==> src/rtl/alu_pkg.sv <==
// alu_pkg: opcode map shared between the ALU sharing controller and the ALU,
// the legal-opcode check, and the controller FSM state type.
package alu_pkg;

    localparam logic [3:0] OP_ADD  = 4'd1;
    localparam logic [3:0] OP_SUB  = 4'd2;
    localparam logic [3:0] OP_MUL  = 4'd3;
    localparam logic [3:0] OP_DIV  = 4'd4;
    localparam logic [3:0] OP_AND  = 4'd5;
    localparam logic [3:0] OP_OR   = 4'd6;
    localparam logic [3:0] OP_NOTA = 4'd7;
    localparam logic [3:0] OP_NOTB = 4'd8;
    localparam logic [3:0] OP_NAND = 4'd9;
    localparam logic [3:0] OP_NOR  = 4'd10;
    localparam logic [3:0] OP_XNOR = 4'd11;
    localparam logic [3:0] OP_XOR  = 4'd12;

    typedef enum logic {
        ST_IDLE = 1'b0,
        ST_EXEC = 1'b1
    } state_t;

    // Opcode 0 and 13..15 are not mapped to any ALU function.
    function automatic logic is_legal_op(input logic [3:0] op);
        return (op >= OP_ADD) && (op <= OP_XOR);
    endfunction

endpackage

==> src/rtl/rr_arb.sv <==
// rr_arb: combinational round-robin picker.
//   req_i     - request vector (already masked by the caller)
//   rr_ptr_i  - index of the last winner; search starts at rr_ptr_i+1 with wrap
//   winner_o  - index of the chosen requester (0 when none)
//   any_req_o - high when at least one request is present
module rr_arb #(
    parameter int NREQ = 4,
    parameter int IDW  = 2
) (
    input  logic [NREQ-1:0] req_i,
    input  logic [IDW-1:0]  rr_ptr_i,
    output logic [IDW-1:0]  winner_o,
    output logic            any_req_o
);

    int unsigned       idx;
    logic [IDW-1:0]    idx_w;

    always_comb begin
        winner_o  = '0;
        any_req_o = 1'b0;
        idx       = 0;
        idx_w     = '0;
        for (int unsigned k = 1; k <= NREQ; k++) begin
            idx   = (32'(rr_ptr_i) + k) % 32'(NREQ);
            idx_w = IDW'(idx);
            if (!any_req_o && req_i[idx_w]) begin
                winner_o  = idx_w;
                any_req_o = 1'b1;
            end
        end
    end

endmodule

==> src/rtl/alu_share_ctrl.sv <==
// alu_share_ctrl: shares one external combinational 4-bit ALU between NREQ
// requesters using round-robin arbitration.
//   clk, rst        - clock, asynchronous active-high reset
//   req             - per-requester request, held until its ack cycle
//   op_in/a_in/b_in - per-requester opcode/operands, 4 bits each, packed by index
//   ack             - one-hot, high while that requester's op sits on the ALU
//   alu_a/alu_b/alu_s - registered ALU operands and opcode
//   alu_y           - ALU result
//   result, result_id, result_err, result_valid - tagged captured result
//   busy            - high while an op is executing
module alu_share_ctrl
    import alu_pkg::*;
#(
    parameter int NREQ = 4,
    parameter int IDW  = 2
) (
    input  logic              clk,
    input  logic              rst,
    input  logic [NREQ-1:0]   req,
    input  logic [4*NREQ-1:0] op_in,
    input  logic [4*NREQ-1:0] a_in,
    input  logic [4*NREQ-1:0] b_in,
    output logic [NREQ-1:0]   ack,
    output logic [3:0]        alu_a,
    output logic [3:0]        alu_b,
    output logic [3:0]        alu_s,
    input  logic [3:0]        alu_y,
    output logic [3:0]        result,
    output logic [IDW-1:0]    result_id,
    output logic              result_err,
    output logic              result_valid,
    output logic              busy
);

    state_t          state_q, state_d;
    logic [IDW-1:0]  gnt_id_q, rr_ptr_q;
    logic [3:0]      alu_a_q, alu_b_q, alu_s_q;
    logic [3:0]      result_q;
    logic [IDW-1:0]  result_id_q;
    logic            result_err_q, result_valid_q;

    logic [NREQ-1:0] owner_mask, arb_req;
    logic [IDW-1:0]  winner;
    logic            any_req;
    logic [3:0]      win_op, win_a, win_b;

    // The requester currently on the ALU is excluded from re-arbitration so
    // its held req cannot win a second slot for the same operands.
    assign owner_mask = (state_q == ST_EXEC) ? (NREQ'(1) << gnt_id_q) : '0;
    assign arb_req    = req & ~owner_mask;

    rr_arb #(
        .NREQ(NREQ),
        .IDW (IDW)
    ) u_arb (
        .req_i    (arb_req),
        .rr_ptr_i (rr_ptr_q),
        .winner_o (winner),
        .any_req_o(any_req)
    );

    always_comb begin
        win_op = '0;
        win_a  = '0;
        win_b  = '0;
        for (int unsigned i = 0; i < NREQ; i++) begin
            if (winner == IDW'(i)) begin
                win_op = op_in[4*i +: 4];
                win_a  = a_in[4*i +: 4];
                win_b  = b_in[4*i +: 4];
            end
        end
    end

    // State register
    always_ff @(posedge clk or posedge rst) begin
        if (rst) state_q <= ST_IDLE;
        else     state_q <= state_d;
    end

    // Next state: both states issue whenever an eligible request exists
    always_comb begin
        state_d = state_q;
        case (state_q)
            ST_IDLE: state_d = any_req ? ST_EXEC : ST_IDLE;
            ST_EXEC: state_d = any_req ? ST_EXEC : ST_IDLE;
            default: state_d = ST_IDLE;
        endcase
    end

    // Moore outputs
    always_comb begin
        ack  = '0;
        busy = 1'b0;
        if (state_q == ST_EXEC) begin
            ack[gnt_id_q] = 1'b1;
            busy          = 1'b1;
        end
    end

    // Grant, operand and result registers
    always_ff @(posedge clk or posedge rst) begin
        if (rst) begin
            gnt_id_q       <= '0;
            rr_ptr_q       <= IDW'(NREQ - 1);
            alu_a_q        <= '0;
            alu_b_q        <= '0;
            alu_s_q        <= '0;
            result_q       <= '0;
            result_id_q    <= '0;
            result_err_q   <= 1'b0;
            result_valid_q <= 1'b0;
        end else begin
            if (any_req) begin
                gnt_id_q <= winner;
                rr_ptr_q <= winner;
                alu_s_q  <= win_op;
                alu_a_q  <= win_a;
                alu_b_q  <= win_b;
            end
            result_valid_q <= (state_q == ST_EXEC);
            if (state_q == ST_EXEC) begin
                result_q     <= alu_y;
                result_id_q  <= gnt_id_q;
                result_err_q <= !is_legal_op(alu_s_q) ||
                                ((alu_s_q == OP_DIV) && (alu_b_q == '0));
            end
        end
    end

    assign alu_a        = alu_a_q;
    assign alu_b        = alu_b_q;
    assign alu_s        = alu_s_q;
    assign result       = result_q;
    assign result_id    = result_id_q;
    assign result_err   = result_err_q;
    assign result_valid = result_valid_q;

endmodule

==> config.mk <==
export PLATFORM = sky130hd
export DESIGN_NAME = alu_share_ctrl
export DESIGN_NICKNAME = d
export VERILOG_FILES = /design/src/rtl/alu_pkg.sv /design/src/rtl/rr_arb.sv /design/src/rtl/alu_share_ctrl.sv
export SDC_FILE = /design/constraint.sdc
export NUM_CORES = 1
export LEC_CHECK = 0
export BUFFER_PORTS_ARGS = -buffer_cell sky130_fd_sc_hd__clkbuf_2
export CAP_MARGIN = 20
export CORE_MARGIN = 2
export CORE_UTILIZATION = 35
export DETAILED_ROUTE_END_ITERATION = 10
export PLACE_DENSITY = 0.65
export SETUP_SLACK_MARGIN = 0.2
export SYNTH_ARGS = -nofsm -noshare
export SYNTH_HDL_FRONTEND = slang
export SYNTH_SLANG_ARGS = --single-unit
export TNS_END_PERCENT = 20
==> constraint.sdc <==
create_clock -name clk -period 1.9 [get_ports clk]
set_input_delay 0 -clock clk [delete_from_list [all_inputs] [get_ports clk]]
set_output_delay 0 -clock clk [all_outputs]
set_load 0.1 [all_outputs]
==> flow_metrics.py <==
metrics = {
    "status": {
        "outcome": "complete, but fails checks",
        "violations": "negative setup slack",
    },
    "detailed_routing": {
        "wl_um": 5290,
        "ant_nets": 0,
        "drt_iter0_drc": 45,
        "routedWlPerCell_um": 14.6,
        "viasPerCell": 5.13,
        "drc_errors": 0,
        "vias": 1857,
        "first_pass_iters": 4,
    },
    "timing": {
        "whs_ns": 0.0286,
        "fin_crit_sh_pct": 103,
        "max_slew_margin_pct": 63.7,
        "rsz0062_at_grt": "yes",
        "finalSetupViolCount": 8,
        "fin_skew_ns": 0.00438,
        "tightest_slew_ns": 0.547,
        "slew_violations": 0,
        "fin_tns_setup_ns": -0.271,
        "final_hold_viol_count": 0,
        "min_period_ns": 1.95,
        "max_freq_ghz": 0.513,
        "setup_ws_ns": -0.0486,
    },
    "floorplanning": {
        "start_util_pct": 35.7,
        "fp.dieH_um": 75.8,
        "dieArea_um2": 5740,
        "core_area_um2": 5040,
        "fp-row-count": 26,
        "fp.dieW_um": 75.8,
        "ios": 83,
    },
    "grt": {
        "busiest_layer": "met2",
        "grt_max_degree": 22,
        "grt_pass1_vias": 1868,
        "grt_pass1_wl_um": 8340,
        "grt_antenna_before_repair": 0,
        "grt_use_met3_pct": 4.50,
        "gr-usage-met2_pct": 34.6,
        "grt_overflow_total": 0,
        "met1_usage_pct": 23.2,
        "grt_usage_pct": 19.1,
    },
    "logic_synthesis": {
        "synth.distinct_cells": 38,
        "synth-edff-count": 0,
        "yosysMostFrequentCell": "dfrtp_1",
        "synth_cells": 186,
        "synth_top_area_share_pct": 31.9,
        "ys.flop_type": "dfrtp_1",
        "syn_area_per_cell_um2": 9.69,
        "ys_seq_elements": 25,
        "yosysWarnings": 0,
        "synthesis.area_um2": 1800,
        "yosysTopAreaCell": "dfrtp_1",
        "ys_seq_area_share_pct": 34.9,
        "async_flop_share_pct": 100,
        "syn_nets": 244,
        "synthTopCellsByCount": "dfrtp_1 (23), a211oi_1 (19), mux2i_1 (19), o21ai_0 (19), nand2_1 (18)",
        "synth.area.top_cells": "dfrtp_1 (32%), mux2i_1 (11%), a211oi_1 (7.9%)",
    },
    "clock_tree": {
        "htreeDepth": 1,
        "root_buffer": "clkbuf_8",
        "clk_path_buf_depth": 2,
        "clk_latency_ns": 0.27,
        "cts_tree": "built",
        "cts_inserted_buffers": 3,
        "path_clk_slew_ns": 0.08,
        "cts_sinks": 25,
    },
    "critical_path": {
        "reg2reg_depth": 6,
        "worst-r2r-setup-slack_ns": -0.05,
        "r2r-start": "gnt_id_q[1]$_DFFE_PP0P_",
        "critPathSlowestCell": "dfrtp_2",
        "end_kind": "flip-flop",
        "worstPathCellList": "mux2i_2 > a32oi_4 > a211o_4 > buf_6 > a211o_1 > o221a_4",
        "startpoint_type": "flip-flop",
        "rr_endpoint": "alu_b[3]$_DFFE_PP0P_",
        "timing_worst_setup_path_type": "flip-flop to flip-flop",
        "critPathArrivalTime_ns": 2.11,
        "slowest_delay_ns": 0.43,
        "cp.required_ns": 2.06,
        "path_max_fanout": 6,
    },
    "layout": {
        "fillerInstances": 475,
        "layout.nets": 351,
        "num_antenna_cells": 0,
        "syn_to_final_growth_pct": 51.2,
        "drive_gt1_share_pct": 53.8,
    },
    "worst_hold_path": {
        "hp-start": "b_in[1]",
        "hp-class": "primary input to flip-flop",
        "hold_depth": 3,
        "holdPathEnd": "alu_b[1]$_DFFE_PP0P_",
    },
    "placement": {
        "dp_hpwl_um": 3910,
        "gp_congestion": 0.909,
        "io_buffers": 82,
    },
    "job": {
        "max-cap-violations": 0,
    },
}
[layout make-up]
| class | instances | area, µm² | area share [%] |
|---|---|---|---|
| Timing Repair Buffer | 119 | 738 | 27.1 |
| Clock buffer | 4 | 45.0 | 1.65 |
| Inverter | 9 | 33.8 | 1.24 |
| Sequential cell | 25 | 633 | 23.2 |
| Multi-Input combinational cell | 135 | 1190 | 43.6 |
| Tap cell | 70 | 87.6 | 3.21 |
[logic make-up (layout without fill, tap and decap cells)]
kind of cell / after synthesis / after routing / share of synthesized area [%]
and+or+nand+nor: 35 / 35 / 8.82
AOI/OAI and AO/OA: 70 / 70 / 30.8
buffers and inverters: 26 / 132 / 7.71
DFF: 25 / 25 / 34.9
muxes: 30 / 30 / 17.8
[worst max-delay path, delay by kind of cell (launching register included)]
| family | cells | cell delay [ns] |
|---|---|---|
| AO/OA/AOI/OAI | 4 | 1.01 |
| flip-flops | 1 | 0.43 |
| multiplexers | 1 | 0.28 |
| buffers and inverters | 1 | 0.13 |
[metrics by stage]
stage | cell area (µm²) | util [%] | cells | setup WS, ns
2_1_floorplan | 1840 | - | 186 | -0.255
3_3_place_gp | 2450 | 48.7 | 349 | -0.0948
3_5_place_dp | 2450 | 48.7 | 349 | -0.226
4_1_cts | 2690 | 53.3 | 362 | -0.0455
5_1_grt | 2730 | 54.0 | 362 | -0.123
6_report | 2730 | 54.0 | 362 | -0.0486
[repair_timing]
item,in CTS,in global routing
endpoints found under the hold margin,12,0
pin swaps,11,4
setup endpoints to repair,13,17
hold buffers,5,0
buffers inserted,4,0
gates resized for setup,25,8
[layer usage]
metal / vias up / wire [µm] / part of all wire, %
met5: - / 0 / 0
met4: 0 / 66 / 1.2
met3: 8 / 300 / 5.7
met2: 62 / 2650 / 50
met1: 874 / 2280 / 43
li1: 913 / - / -
[registers in the layout, indices dropped and copies added (netlist names)]
register	count
alu_a	4
alu_b	4
alu_s	4
result	4
gnt_id_q	2
result_id	2
rr_ptr_q	2
result_err	1
result_valid	1
state_q	1
[worst max path at each step]
stage	from	to	depth (start not counted)
after CTS	gnt_id_q[1]$_DFFE_PP0P_	alu_s[0]$_DFFE_PP0P_	7
after global placement	gnt_id_q[1]$_DFFE_PP0P_	alu_s[0]$_DFFE_PP0P_	6
final	gnt_id_q[1]$_DFFE_PP0P_	alu_b[3]$_DFFE_PP0P_	6
after detailed placement	gnt_id_q[1]$_DFFE_PP0P_	alu_s[1]$_DFFE_PP0P_	6
after global routing	gnt_id_q[1]$_DFFE_PP0P_	alu_s[1]$_DFFE_PP0P_	6
after floorplan	state_q$_DFF_PP0_	alu_b[3]$_DFFE_PP0P_	6
[cells in the final DEF, fill, tap and decap left out, types with 2 or more instances in the layout]
| cell type | count |
|---|---|
| buf_6 | 4 |
| inv_1 | 8 |
| o211ai_1 | 9 |
| clkbuf_2 | 80 |
| dfstp_2 | 2 |
| nand2_2 | 2 |
| mux2i_2 | 5 |
| o21ai_0 | 19 |
| mux2_4 | 5 |
| nand2_1 | 16 |
| nor2_1 | 7 |
| o22a_1 | 2 |
| a211oi_2 | 3 |
| nor2b_1 | 2 |
| a2111oi_4 | 2 |
| and2_1 | 2 |
| a211oi_1 | 15 |
| o221a_4 | 2 |
| a211o_1 | 3 |
| buf_4 | 26 |
| a211o_4 | 2 |
| dfrtp_1 | 21 |
| mux2i_1 | 13 |
| nor3_1 | 2 |
| mux2_2 | 6 |
| clkbuf_8 | 3 |
| a2111oi_0 | 2 |
| dlygate4sd3_1 | 5 |
Power is left out: the tool's default activity adds up to more than one toggle a clock period on the data nets, which glitch-free logic cannot reach.
